File: src/rtl/pixel_frame_sequencer.sv
// Frame sequencer for the pixel array: erase/expose/convert phases with run-time
// durations, followed by a raster readout with a valid/ready handshake.
module pixel_frame_sequencer #(
    parameter int ROWS  = 4,
    parameter int COLS  = 4,
    parameter int CNT_W = 16
) (
    input  logic                                      clk,
    input  logic                                      reset_n,
    input  logic                                      start,
    input  logic                                      continuous,
    input  logic                                      stop,
    input  logic                                      abort,
    input  logic [CNT_W-1:0]                          t_erase,
    input  logic [CNT_W-1:0]                          t_expose,
    input  logic [CNT_W-1:0]                          t_convert,
    output logic                                      erase,
    output logic                                      expose,
    output logic                                      convert,
    output logic                                      rd_valid,
    input  logic                                      rd_ready,
    output logic [((ROWS > 1) ? $clog2(ROWS) : 1)-1:0] row_addr,
    output logic [((COLS > 1) ? $clog2(COLS) : 1)-1:0] col_addr,
    output logic                                      busy,
    output logic                                      frame_done
);

    localparam int ROW_W = (ROWS > 1) ? $clog2(ROWS) : 1;
    localparam int COL_W = (COLS > 1) ? $clog2(COLS) : 1;
    localparam logic [ROW_W-1:0] ROW_LAST = ROW_W'(ROWS - 1);
    localparam logic [COL_W-1:0] COL_LAST = COL_W'(COLS - 1);

    localparam logic [2:0] S_IDLE    = 3'd0;
    localparam logic [2:0] S_ERASE   = 3'd1;
    localparam logic [2:0] S_EXPOSE  = 3'd2;
    localparam logic [2:0] S_CONVERT = 3'd3;
    localparam logic [2:0] S_READ    = 3'd4;

    logic [2:0]       state_reg;
    logic [CNT_W-1:0] cnt_reg;
    logic [CNT_W-1:0] t_expose_reg;
    logic [CNT_W-1:0] t_convert_reg;
    logic             cont_reg;
    logic             stop_reg;
    logic             stop_pend;

    // The counter holds remaining cycles minus one, so a zero duration still lasts a cycle.
    function automatic logic [CNT_W-1:0] phase_len(input logic [CNT_W-1:0] t);
        return (t == '0) ? '0 : t - CNT_W'(1);
    endfunction

    assign stop_pend = stop_reg | stop;

    always_ff @(posedge clk or negedge reset_n) begin
        if (!reset_n) begin
            state_reg     <= S_IDLE;
            cnt_reg       <= '0;
            t_expose_reg  <= '0;
            t_convert_reg <= '0;
            cont_reg      <= 1'b0;
            stop_reg      <= 1'b0;
            erase         <= 1'b0;
            expose        <= 1'b0;
            convert       <= 1'b0;
            rd_valid      <= 1'b0;
            row_addr      <= '0;
            col_addr      <= '0;
            busy          <= 1'b0;
            frame_done    <= 1'b0;
        end else begin
            frame_done <= 1'b0;
            if (abort) begin
                state_reg <= S_IDLE;
                cnt_reg   <= '0;
                cont_reg  <= 1'b0;
                stop_reg  <= 1'b0;
                erase     <= 1'b0;
                expose    <= 1'b0;
                convert   <= 1'b0;
                rd_valid  <= 1'b0;
                row_addr  <= '0;
                col_addr  <= '0;
                busy      <= 1'b0;
            end else begin
                if (state_reg != S_IDLE) stop_reg <= stop_pend;
                case (state_reg)
                    S_IDLE: begin
                        if (start) begin
                            state_reg     <= S_ERASE;
                            erase         <= 1'b1;
                            busy          <= 1'b1;
                            cnt_reg       <= phase_len(t_erase);
                            t_expose_reg  <= t_expose;
                            t_convert_reg <= t_convert;
                            cont_reg      <= continuous;
                            stop_reg      <= 1'b0;
                        end
                    end
                    S_ERASE: begin
                        if (cnt_reg == '0) begin
                            state_reg <= S_EXPOSE;
                            erase     <= 1'b0;
                            expose    <= 1'b1;
                            cnt_reg   <= phase_len(t_expose_reg);
                        end else begin
                            cnt_reg <= cnt_reg - CNT_W'(1);
                        end
                    end
                    S_EXPOSE: begin
                        if (cnt_reg == '0) begin
                            state_reg <= S_CONVERT;
                            expose    <= 1'b0;
                            convert   <= 1'b1;
                            cnt_reg   <= phase_len(t_convert_reg);
                        end else begin
                            cnt_reg <= cnt_reg - CNT_W'(1);
                        end
                    end
                    S_CONVERT: begin
                        if (cnt_reg == '0) begin
                            state_reg <= S_READ;
                            convert   <= 1'b0;
                            rd_valid  <= 1'b1;
                        end else begin
                            cnt_reg <= cnt_reg - CNT_W'(1);
                        end
                    end
                    S_READ: begin
                        if (rd_ready) begin
                            if (col_addr != COL_LAST) begin
                                col_addr <= col_addr + COL_W'(1);
                            end else begin
                                col_addr <= '0;
                                if (row_addr != ROW_LAST) begin
                                    row_addr <= row_addr + ROW_W'(1);
                                end else begin
                                    row_addr   <= '0;
                                    rd_valid   <= 1'b0;
                                    frame_done <= 1'b1;
                                    // A stop seen on this very cycle still ends the loop.
                                    if (cont_reg && !stop_pend) begin
                                        state_reg     <= S_ERASE;
                                        erase         <= 1'b1;
                                        cnt_reg       <= phase_len(t_erase);
                                        t_expose_reg  <= t_expose;
                                        t_convert_reg <= t_convert;
                                    end else begin
                                        state_reg <= S_IDLE;
                                        busy      <= 1'b0;
                                        cont_reg  <= 1'b0;
                                        stop_reg  <= 1'b0;
                                    end
                                end
                            end
                        end
                    end
                    default: begin
                        state_reg <= S_IDLE;
                        busy      <= 1'b0;
                    end
                endcase
            end
        end
    end

endmodule

File: config.mk
export PLATFORM = sky130hd
export DESIGN_NAME = pixel_frame_sequencer
export DESIGN_NICKNAME = d
export VERILOG_FILES = /design/src/rtl/pixel_frame_sequencer.sv
export SDC_FILE = /design/constraint.sdc
export NUM_CORES = 1
export LEC_CHECK = 0
export BUFFER_PORTS_ARGS = -buffer_cell sky130_fd_sc_hd__buf_2
export CAP_MARGIN = 15
export CORE_MARGIN = 4
export CORE_UTILIZATION = 46
export CTS_CLUSTER_DIAMETER = 60
export DETAILED_ROUTE_END_ITERATION = 10
export PLACE_DENSITY = 0.67
export SLEW_MARGIN = 20
export SYNTH_ARGS = -nofsm -noshare
export SYNTH_HDL_FRONTEND = slang
export SYNTH_SLANG_ARGS = --single-unit
File: constraint.sdc
create_clock -name clk -period 3.17 [get_ports clk]
set_input_delay 0.634 -clock clk [delete_from_list [all_inputs] [get_ports clk]]
set_output_delay 0.634 -clock clk [all_outputs]
set_load 0.02 [all_outputs]
# ---- Word-level counts from Yosys, hierarchy flattened
# Cells that the tools add are included.
dict set report totals {
  register_bits 63
  input_bits 55
  out_inout_bits 10
  wordCells 158
}
dict set report op_classes {
  add_sub_neg 6
  n_eq_ne 23
  n_mux 84
  n_bitwise 2
  n_reduce_logical 29
}
# cell n
set op_table {}
lappend op_table {{$mux 16} 22}
lappend op_table {{$pmux 16 s5} 1}
lappend op_table {{$logic_not 16->1} 4}
lappend op_table {{$pmux 16 s2} 2}
lappend op_table {{$sub 16x1->16 const B} 4}
lappend op_table {{$mux 1} 34}
lappend op_table {{$ne 3x3->1 const B} 10}
lappend op_table {{$reduce_and 7->1} 4}
lappend op_table {{$mux 3} 8}
lappend op_table {{$mux 2} 9}
lappend op_table {{$ne 2x2->1 const B} 8}
lappend op_table {{$pmux 3 s5} 1}
lappend op_table {{$reduce_bool 3->1} 5}
lappend op_table {{$reduce_and 6->1} 2}
lappend op_table {{$pmux 1 s2} 5}
lappend op_table {{$reduce_and 3->1} 3}
lappend op_table {{$eq 3x2->1 const B} 2}
lappend op_table {{$pmux 1 s3} 2}
lappend op_table {{$reduce_bool 2->1} 3}
lappend op_table {{$reduce_bool 6->1} 1}
lappend op_table {{$reduce_and 5->1} 1}
lappend op_table {{$add 2x1->2 const B} 2}
lappend op_table {{$reduce_bool 4->1} 1}
lappend op_table {{$eq 3x1->1 const B} 1}
lappend op_table {{other kinds (9)} 9}

# ---- Depth between registers and ports, before layout
# Gate-level depths: netlist (run 1).
dict set report depth {
  depth_word 9
  ltp_mapped 10
  ltp_nobuf 8
}

# ---- Least setup slack after synthesis (run 1)
# Ideal clock, no wire load.
dict set report synth_path {
  path_kind {in2reg}
  from {input port stop}
  to {register t_convert_reg[10]}
  setup_ns 0.125
  arrival_ns 2.242
  t_required_ns 3.045
  setup_slack_ns 0.803
  cell_stages 6
  n_path_buf 1
  cell_sequence {or3b_1 > nor2_1 > a21oi_1 > nor3_2 > buf_2 > mux2_2}
}
dict set report synth_via {
  elab_chain_cells 5
}
# item line
set synth_lines {}
lappend synth_lines {{start: declaration} 12} ;# input logic stop,
lappend synth_lines {{$or 1x1->1} 52} ;# assign stop_pend = stop_reg | stop;
lappend synth_lines {{$logic_not 1->1} 141} ;# if (cont_reg && !stop_pend) begin
lappend synth_lines {{$logic_and 1x1->1} 141}
lappend synth_lines {{$ne 2x2->1 (no source line)} --}
lappend synth_lines {{$reduce_and 7->1 (no source line)} --}
lappend synth_lines {{end signal: assignment} 94} ;# t_convert_reg <= t_convert;
lappend synth_lines {{end signal: assignment} 146} ;# t_convert_reg <= t_convert;
lappend synth_lines {{end: declaration} 42} ;# logic [CNT_W-1:0] t_convert_reg;
# No other way between the ends.
# A chain may end at the register's enable or synchronous reset.

# ---- Worst setup path after layout (run 1)
dict set report layout_path {
  from {register cnt_reg[0]}
  to {register cnt_reg[13]}
}
dict set report layout_via {
  elab_chain_cells 4
  elab_cells_between_ends 9
  classes_between {1 x add/sub; 1 x eq/ne; 5 x mux; 2 x reduce/logical}
}
# item line
set layout_lines {}
lappend layout_lines {{start: declaration} 40} ;# logic [CNT_W-1:0] cnt_reg;
lappend layout_lines {{start signal: assignment} 92} ;# cnt_reg <= phase_len(t_erase);
lappend layout_lines {{start signal: assignment} 104} ;# cnt_reg <= phase_len(t_expose_reg);
lappend layout_lines {{start signal: assignment} 106} ;# cnt_reg <= cnt_reg - CNT_W'(1);
lappend layout_lines {{$sub 16x1->16 or $logic_not 16->1 (tied branches)} --}
lappend layout_lines {{$mux 16, on equally long branches} {120, 100, 110}}
lappend layout_lines {{$pmux 16 s5} 86} ;# case (state_reg)
lappend layout_lines {{$mux 16} 72} ;# if (abort) begin
# Parallel ways exist; a longest one is shown, timed or not. The select of a mux whose other input is x is not followed.

==> results of run 1 <==
routing by layer:
layer  vias up  GRT usage, %  part of all wire, %
met5         -             0                    0
met4         0          8.70                  2.4
met3        25          4.04                  6.7
met2       145          33.2                   45
met1      1898          29.1                   46
li1       1925             -                    -
through the flow:
step | total power [uW] | instance area, um2
detailed placement | 3120 | 4850
CTS | 3770 | 5030
global placement | 3060 | 4850
global route | 4040 | 5030
finish | 3780 | 5030
floorplan | 2600 | 4370
report_power, final:
group	internal, uW	switching, uW
logic	737	866
clock network	324	312
registers	1080	458
total	2150	1640
worst reg2reg max path: cells and delay by family, from the launching register on:
kind / cells / cell delay, ns
AOI/OAI and AO/OA: 3 / 0.50
adders and majority gates: 1 / 0.16
buffers and inverters: 2 / 0.34
DFF: 1 / 0.47
and+or+nand+nor: 3 / 1.02
cell usage in the layout, fill, tap and decap left out, types with 17 or more instances in the layout:
cell      n
buf_2    64
xor2_1   26
xnor2_1  19
dfrtp_1  63
mux2_2   26
nor3_1   17
nand2_1  50
nor2_1   45
o21ai_0  35
a21oi_1  23
logic make-up (layout without fill, tap and decap cells):
| group | Yosys count | after routing | share of synthesized area (%) |
|---|---|---|---|
| and+or+nand+nor | 193 | 193 | 23.9 |
| adders and majority gates | 9 | 9 | 2.58 |
| DFF | 63 | 63 | 36.1 |
| AOI/OAI and AO/OA | 112 | 112 | 17.0 |
| xor gates and xnor gates | 45 | 45 | 9.01 |
| buffers and inverters | 31 | 100 | 2.92 |
| muxes | 34 | 34 | 8.61 |
layout make-up:
cell class / count / area [um2]
Fill cell: 842 / 4210
Multi-Input combinational cell: 393 / 2680
Sequential cell: 63 / 1580
Timing Repair Buffer: 75 / 403
Tap cell: 129 / 161
Clock buffer: 13 / 159
Inverter: 9 / 33.8
Clock inverter: 3 / 17.5
how the worst min path moves through the flow:
stage	endpoint	slack (ns)	cells past startpoint
global route	t_expose_reg[7]$_DFFE_PN0P_	0.31	1
finish	t_expose_reg[7]$_DFFE_PN0P_	0.27	1
floorplan	busy$_DFFE_PN0P_	0.34	0
global placement	busy$_DFFE_PN0P_	0.50	2
detailed placement	busy$_DFFE_PN0P_	0.50	2
CTS	t_expose_reg[7]$_DFFE_PN0P_	0.27	1
==> reports/metrics.csv, run 1 <==
metric;value;unit
min_path_type;in2async;
final_cells;685;
post_drt_wl_per_cell;16.9;um
crit_slowest_cell;dfrtp_1;
critPathLaunchType;register;
clock-sinks;63;
post_drt_via_cell_ratio;5.83;
drt_wl_total;11.6;mm
fmax;391;MHz
post_cts_resize_count;0;
asyncSetResetFlopFracSynth;100;%
worst_setup_path_startpoint;cnt_reg[0]$_DFFE_PN0P_;
power.ir.vdd_worst;390;uV
critPathKind;reg2reg;
post-route-period-util;80.7;%
synthTopCellsByArea;dfrtp_1 (36%), mux2_2 (6.7%), xor2_1 (5.2%);
hold_viol_final;0;
core.rowCount;35;
layout.core_utilization;54.4;%
unrepaired_setup_endpoints_after_global_routing;false;
floorplan.initialDensity;47.3;%
r2r_setup_slk;0.61;ns
report.final.slew_viol_count;0;
grt_pass1_wl;19.1;mm
grt_usage;21.3;%
endpoint_kind;register;
synth_cells;487;
netlist_area;0.00437;mm2
period_needed;2.56;ns
io_pins;65;
grt_antenna_before_repair;0;
timing_worst_slew_pin_value;0.648;ns
final.setup.worst_slack;0.613;ns
timing.critical_path.cells;inv_1, ha_1, nor4b_2, and4_1, nand3_1, a31oi_2, buf_4, a22oi_1, a31oi_1;
via_count;3993;
yosys_most_used_dff;dfrtp_1;
worstRegToRegCells;9;
dp_hpwl;8.87;mm
placedCellCount;669;
reg_to_reg_critical_path_startpoint;cnt_reg[0]$_DFFE_PN0P_;
cts_buffer_depth;2;
drt_pass1_iterations;5;
ys_types;62;
layout-area-overhead-vs-synth;14.9;%
timing.max_cap.violations;0;
first_global_vias;3924;
synth_sequential_area_ratio;36.1;%
synth-edff-count;0;
synth-seq-cells;63;
worst_hold_slack;0.273;ns
outcome;finished, final reports clean;
antenna_cells;0;
critical_path.n_buffers_inverters;2;
die_height;106;um
path_depth;9;
final_nets;615;
cts_root_buffer;clkbuf_8;
design.core.area;0.00924;mm2
post_route_cells_drive_above_1_share;23.2;%
drt_iter0_markers;290;
yosys-top-cells-count;dfrtp_1 (63), nand2_1 (50), nor2_1 (45);
critPathMaxStageDelay;0.47;ns
power_density;752;mW/mm2
floorplan.die.width;106;um
top_count_cell_post_synth;dfrtp_1;
syn_nets;551;
maximum_number_of_pins_on_one_net_before_global_route_repair;37;
dp_worst_setup_slack;0.567;ns
critical_path_fanout_max;14;
netlist.area_leader.share;36.1;%
timing.rr.end;cnt_reg[13]$_DFFE_PN0P_;
die-area;0.0111;mm2
cts.repair_timing.setup_buffer_count;0;
worstPathArrival;2.83;ns
gp_congestion;0.957;
port_buffers;64;
static-leakage-power;0.00205;uW
tritoncts_clock_tree;yes;
globalRoute.totalOverflow;0;
max-slew-margin-rel;56.4;%
cp_data_required_time;3.44;ns
endpoint;cnt_reg[13]$_DFFE_PN0P_;
htree_num_levels;3;
hold_buffers;0;
timing.critical_path.max_delay_family;simple AND/OR/NAND/NOR gates;
netlist.top_cell.by_area;dfrtp_1;
post_synth.cell_area_avg;8.98;um2
clock_skew;0.00965;ns
cts_buffers;9;
worst_setup_hold_path_clk_slew;0.07;ns
setup_total_negative_slack;0;ns
route.antenna.remaining_nets;0;
synthesis.yosys.warnings;0;
final-setup-viol-count;0;
clock_latency;0.34;ns
count_of_unresolved_drc_violations_after_routing;0;
No activity file was read; power rests on OpenSTA's default activity.
==> run 2: changes to the inputs <==
- clock period: 3.17 -> 2.59 ns (I/O delays scaled with it)
==> run 2 against run 1 <==
Against the previous run:
- critical path depth decreased by 2
- global-route usage increased by 0.34 points
- power increased by 26%
- utilization increased by 1.4 points
- clock skew decreased by 0.0039 ns
- via count increased by 0.35%
==> reports/metrics.csv, run 2 (synthesis gave the netlist of run 1 again) <==
metric;value;unit;change
outcome;finished, final reports clean;;unchanged
endpoint_kind;register;;unchanged
drt_pass1_iterations;5;;unchanged
multi_input_area;0.00268;mm2;unchanged
min_path_type;in2async;;unchanged
post_drt_wl_per_cell;16.8;um;was 16.9 um
post_drt_via_cell_ratio;5.75;;was 5.83
port_buffers;64;;unchanged
timing.max_cap.violations;0;;unchanged
crit_slowest_cell;nor4_4;;was dfrtp_1
floorplan.initialDensity;47.3;%;unchanged
fillerInstances;859;;was 842
gp_congestion;0.939;;was 0.957
die-area;0.0111;mm2;unchanged
drt_wl_total;11.7;mm;was 11.6 mm
timing_worst_slew_pin_value;0.595;ns;was 0.648 ns
tritoncts_clock_tree;yes;;unchanged
cts_root_buffer;clkbuf_8;;unchanged
clock-sinks;63;;unchanged
final-setup-viol-count;0;;unchanged
antenna_cells;0;;unchanged
cts.repair_timing.setup_buffer_count;0;;unchanged
power.ir.vdd_worst;608;uV;was 390 uV
layout_common_cells;buf_2 (64), dfrtp_1 (63), nand2_1 (50), nor2_1 (45), o21ai_0 (35);;unchanged
post_cts_resize_count;0;;unchanged
cts_buffers;9;;unchanged
htree_num_levels;3;;unchanged
max-slew-margin-rel;60.3;%;was 56.4%
clock_skew;0.00575;ns;was 0.00965 ns
drt_iter0_markers;316;;was 290
layout-area-overhead-vs-synth;17.9;%;was 14.9%
grt_antenna_before_repair;0;;unchanged
placedCellCount;681;;was 669
route.antenna.remaining_nets;0;;unchanged
count_of_unresolved_drc_violations_after_routing;0;;unchanged
io_pins;65;;unchanged
hold_buffers;0;;unchanged
critical_path_fanout_max;8;;was 14
post-route-period-util;93.2;%;was 80.7%
seqCellArea;0.00158;mm2;unchanged
critPathMaxStageDelay;0.49;ns;was 0.47 ns
clock_latency;0.34;ns;about the same
period_needed;2.41;ns;was 2.56 ns
dp_hpwl;8.97;mm;was 8.87 mm
critPathLaunchType;register;;unchanged
final_cells;697;;was 685
floorplan.die.width;106;um;unchanged
mostFrequentLayoutCell;buf_2;;unchanged
static-leakage-power;0.00213;uW;was 0.00205 uW
unrepaired_setup_endpoints_after_global_routing;false;;unchanged
cp_data_required_time;2.86;ns;was 3.44 ns
die_height;106;um;unchanged
first_global_vias;3977;;was 3,924
timing.critical_path.cells;nor4_4, and4_1, nand3_1, a31oi_2, buf_4, nand2_1, a21oi_1;;was inv_1, ha_1, nor4b_2, and4_1, nand3_1, a31oi_2, buf_4, a22oi_1, a31oi_1
core.rowCount;35;;unchanged
setup_total_negative_slack;0;ns;unchanged
design.core.area;0.00924;mm2;unchanged
critPathKind;reg2reg;;unchanged
final_nets;627;;was 615
grt_pass1_wl;19.7;mm;was 19.1 mm
maximum_number_of_pins_on_one_net_before_global_route_repair;40;;was 37
grt_usage;21.6;%;was 21.3%
report.final.slew_viol_count;0;;unchanged
via_count;4007;;was 3,993
fmax;414;MHz;was 391 MHz
hold_viol_final;0;;unchanged
worst_setup_hold_path_clk_slew;0.07;ns;about the same
worstPathArrival;2.68;ns;was 2.83 ns
power_density;925;mW/mm2;was 752 mW/mm2
post_route_cells_drive_above_1_share;25.0;%;was 23.2%
cts_buffer_depth;2;;unchanged
globalRoute.totalOverflow;0;;unchanged
## run 2: cell types whose count changed in the layout (fill, tap and decap cells not counted)
cell / change
clkbuf_8: -2
buf_12: +2
clkinv_2: +1
buf_4: +10
clkbuf_1: -1
bufinv_16: +1
clkinv_4: +1
## run 2: cell type report
class	count	area share, %
timing repair buffer	87	10.1
inverter	9	0.655
tap	129	3.13
multi-input combinational	393	51.9
clock inverter	6	1.19
clock buffer	10	2.48
sequential	63	30.6
## run 2: power by group
part / total [uW] / internal (uW) / switching (uW)
logic: 2070 / 964 / 1110
registers: 1840 / 1330 / 513
clock network: 854 / 441 / 413
total: 4760 / 2730 / 2030
## run 2: final timing paths
| kind | start | end | slack (ns) | cells after the start |
|---|---|---|---|---|
| max in group asynchronous | reset_n | t_expose_reg[11]$_DFFE_PN0P_ | 1.79 | 2 |
| setup reg to reg | cnt_reg[6]$_DFFE_PN0P_ | cnt_reg[9]$_DFFE_PN0P_ | 0.18 | 7 |
| hold / removal | reset_n | t_convert_reg[13]$_DFFE_PN0P_ | 0.17 | 1 |
| setup / recovery | cnt_reg[6]$_DFFE_PN0P_ | cnt_reg[9]$_DFFE_PN0P_ | 0.18 | 7 |
| min in group clk | t_convert[0] | t_convert_reg[0]$_DFFE_PN0P_ | 0.38 | 3 |
| hold reg to reg | busy$_DFFE_PN0P_ | busy$_DFFE_PN0P_ | 0.51 | 2 |
## run 2: stage by stage
| step | total power, uW | hold slack [ns] | worst slack, ns | util [%] | cell area [um2] |
|---|---|---|---|---|---|
| global placement | 3830 | 0.490 | 0.196 | 53.7 | 4960 |
| CTS | 4760 | 0.192 | 0.235 | 55.8 | 5150 |
| finish | 4760 | 0.173 | 0.177 | 55.8 | 5150 |
| floorplan | 3180 | 0.222 | 0.339 | - | 4370 |
| global route | 5100 | 0.209 | 0.0185 | 55.8 | 5150 |
| detailed placement | 3890 | 0.503 | 0.174 | 53.7 | 4960 |
## run 2: worst max-delay path: cells and delay by family, from the launching register on
family,cells,cell delay [ns]
AO/OA/AOI/OAI,2,0.59
buffers and inverters,1,0.25
flip-flops,1,0.46
AND/OR/NAND/NOR,4,1.04
## run 2: layer usage
metal / part of all wire [%] / vias to the layer above / GRT usage, %
li1: - / 1950 / -
met4: 1.5 / 0 / 6.48
met3: 6.1 / 19 / 3.55
met2: 46 / 146 / 34.3
met1: 46 / 1892 / 30.4
met5: 0 / - / 0
==> run 3: changes to the inputs <==
- CORE_ASPECT_RATIO: default -> 0.7
==> run 3 against run 2 <==
Against the previous run:
- maximum frequency increased by 2.7%
- first-iteration DRC count rose by 14%
- power up 12%
- worst setup slack gained 0.063 ns
- sequential power barely moved
==> reports/metrics.csv, run 3 (synthesis gave the netlist of run 1 again) <==
metric;value;unit;change
die-area;0.0112;mm2;was 0.0111 mm2
post_drt_wl_per_cell;17.0;um;was 16.8 um
layout.core_utilization;59.1;%;was 55.8%
grt_usage;22.2;%;was 21.6%
clock_skew;0.00566;ns;was 0.00575 ns
r2r_setup_slk;0.24;ns;was 0.18 ns
maximum_number_of_pins_on_one_net_before_global_route_repair;37;;was 40
mostFrequentLayoutCell;buf_2;;unchanged
post_drt_via_cell_ratio;5.84;;was 5.75
cp_data_required_time;2.84;ns;was 2.86 ns
layout-area-overhead-vs-synth;24.1;%;was 17.9%
timing.rr.end;cnt_reg[9]$_DFFE_PN0P_;;unchanged
critPathKind;reg2reg;;unchanged
antenna_cells;0;;unchanged
static-leakage-power;0.00230;uW;was 0.00213 uW
via_count;4164;;was 4,007
clock_latency;0.33;ns;was 0.34 ns
gp_congestion;0.928;;was 0.939
cts.repair_timing.setup_buffer_count;0;;unchanged
route.antenna.remaining_nets;0;;unchanged
floorplan.initialDensity;47.6;%;was 47.3%
setup_total_negative_slack;0;ns;unchanged
floorplan.die.width;125;um;was 106 um
post_cts_resize_count;0;;unchanged
timing.max_cap.violations;0;;unchanged
min_path_type;in2async;;unchanged
cts_root_buffer;clkbuf_16;;was clkbuf_8
fmax;425;MHz;was 414 MHz
power.ir.vdd_worst;606;uV;was 608 uV
max-slew-margin-rel;47.2;%;was 60.3%
layout_common_cells;buf_2 (64), dfrtp_1 (63), nand2_1 (50), nor2_1 (45), buf_4 (42);;was buf_2 (64), dfrtp_1 (63), nand2_1 (50), nor2_1 (45), o21ai_0 (35)
count_of_unresolved_drc_violations_after_routing;0;;unchanged
power_density;986;mW/mm2;was 925 mW/mm2
hold_viol_final;0;;unchanged
globalRoute.totalOverflow;0;;unchanged
hold_buffers;0;;unchanged
tritoncts_clock_tree;yes;;unchanged
cts_buffer_depth;2;;unchanged
grt_antenna_before_repair;0;;unchanged
placedCellCount;697;;was 681
final-setup-viol-count;0;;unchanged
post_route_cells_drive_above_1_share;27.7;%;was 25.0%
critical_path_fanout_max;8;;unchanged
worstPathArrival;2.60;ns;was 2.68 ns
grt_pass1_wl;19.7;mm;about the same
reg_to_reg_critical_path_startpoint;cnt_reg[0]$_DFFE_PN0P_;;was cnt_reg[6]$_DFFE_PN0P_
post-route-period-util;90.8;%;was 93.2%
cts_buffers;9;;unchanged
drt_wl_total;12.1;mm;was 11.7 mm
outcome;finished, final reports clean;;unchanged
core.rowCount;29;;was 35
drt_iter0_markers;359;;was 316
final.setup.worst_slack;0.239;ns;was 0.177 ns
htree_num_levels;3;;unchanged
fillerInstances;787;;was 859
endpoint;cnt_reg[9]$_DFFE_PN0P_;;unchanged
drt_pass1_iterations;5;;unchanged
final_cells;713;;was 697
endpoint_kind;register;;unchanged
io_pins;65;;unchanged
first_global_vias;3807;;was 3,977
timing_worst_slew_pin_value;0.791;ns;was 0.595 ns
design.core.area;0.00918;mm2;was 0.00924 mm2
final_nets;648;;was 627
die_height;89.6;um;was 106 um
worstRegToRegCells;10;;was 7
dp_worst_setup_slack;0.0930;ns;was 0.174 ns
unrepaired_setup_endpoints_after_global_routing;false;;unchanged
period_needed;2.35;ns;was 2.41 ns
critPathLaunchType;register;;unchanged
clock-sinks;63;;unchanged
worst_setup_hold_path_clk_slew;0.05;ns;was 0.07 ns
dp_hpwl;9.42;mm;was 8.97 mm
worst_setup_path_startpoint;cnt_reg[0]$_DFFE_PN0P_;;was cnt_reg[6]$_DFFE_PN0P_
report.final.slew_viol_count;0;;unchanged
port_buffers;64;;unchanged
run 3: cell count changes in the layout (fill, tap and decap cells not counted), sizes merged:
| cell | delta |
|---|---|
| clkbuf | +3 |
| clkinvlp | -1 |
| clkinv | -2 |
| buf | +21 |
run 3: how the worst min path moves through the flow:
stage / start / endpoint / slack (ns) / depth (start not counted)
5_1_grt: reset_n / t_expose_reg[10]$_DFFE_PN0P_ / 0.34 / 1
3_5_place_dp: busy$_DFFE_PN0P_ / busy$_DFFE_PN0P_ / 0.50 / 2
3_3_place_gp: busy$_DFFE_PN0P_ / busy$_DFFE_PN0P_ / 0.50 / 2
6_report: reset_n / t_expose_reg[10]$_DFFE_PN0P_ / 0.26 / 1
4_1_cts: reset_n / t_expose_reg[10]$_DFFE_PN0P_ / 0.28 / 1
2_1_floorplan: reset_n / busy$_DFFE_PN0P_ / 0.22 / 0
run 3: layer usage:
| metal | wire, um | global-route usage [%] | part of all wire (%) |
|---|---|---|---|
| met4 | 132 | 6.27 | 1.1 |
| met2 | 5160 | 32.1 | 42 |
| met5 | 0 | 0 | 0 |
| met1 | 5780 | 32.0 | 48 |
| met3 | 1070 | 7.15 | 8.8 |
run 3: worst max-delay path, stage by stage, from the launching register on:
cell and delay [ns]:
dfrtp_1 0.37, inv_1 0.08, ha_1 0.14, nor4b_2 0.27, buf_4 0.17, and4_1 0.26, nand3_1 0.15, a31oi_2 0.37
buf_4 0.24, nand2_1 0.06, a21oi_1 0.14
run 3: cell type report:
cell class	instances	area, um2	share of cell area, %
inverters	9	33.8	0.623
multi-input cells	393	2680	49.3
clock inverters	3	40.0	0.738
flip-flops and latches	63	1580	29.1
repair buffers	108	676	12.5
clock buffers	13	270	4.98
well taps	124	155	2.86
run 3: metrics by stage:
stage | hold WS (ns) | area [um2] | power [uW]
final | 0.262 | 5430 | 5350
after global routing | 0.337 | 5430 | 5680
after detailed placement | 0.505 | 5120 | 4050
after CTS | 0.282 | 5430 | 5330
after floorplan | 0.222 | 4370 | 3180
after global placement | 0.500 | 5120 | 4000
run 3: where the power goes:
group | switching, uW | internal [uW]
combinational | 1220 | 1070
sequential | 479 | 1330
clock | 430 | 820
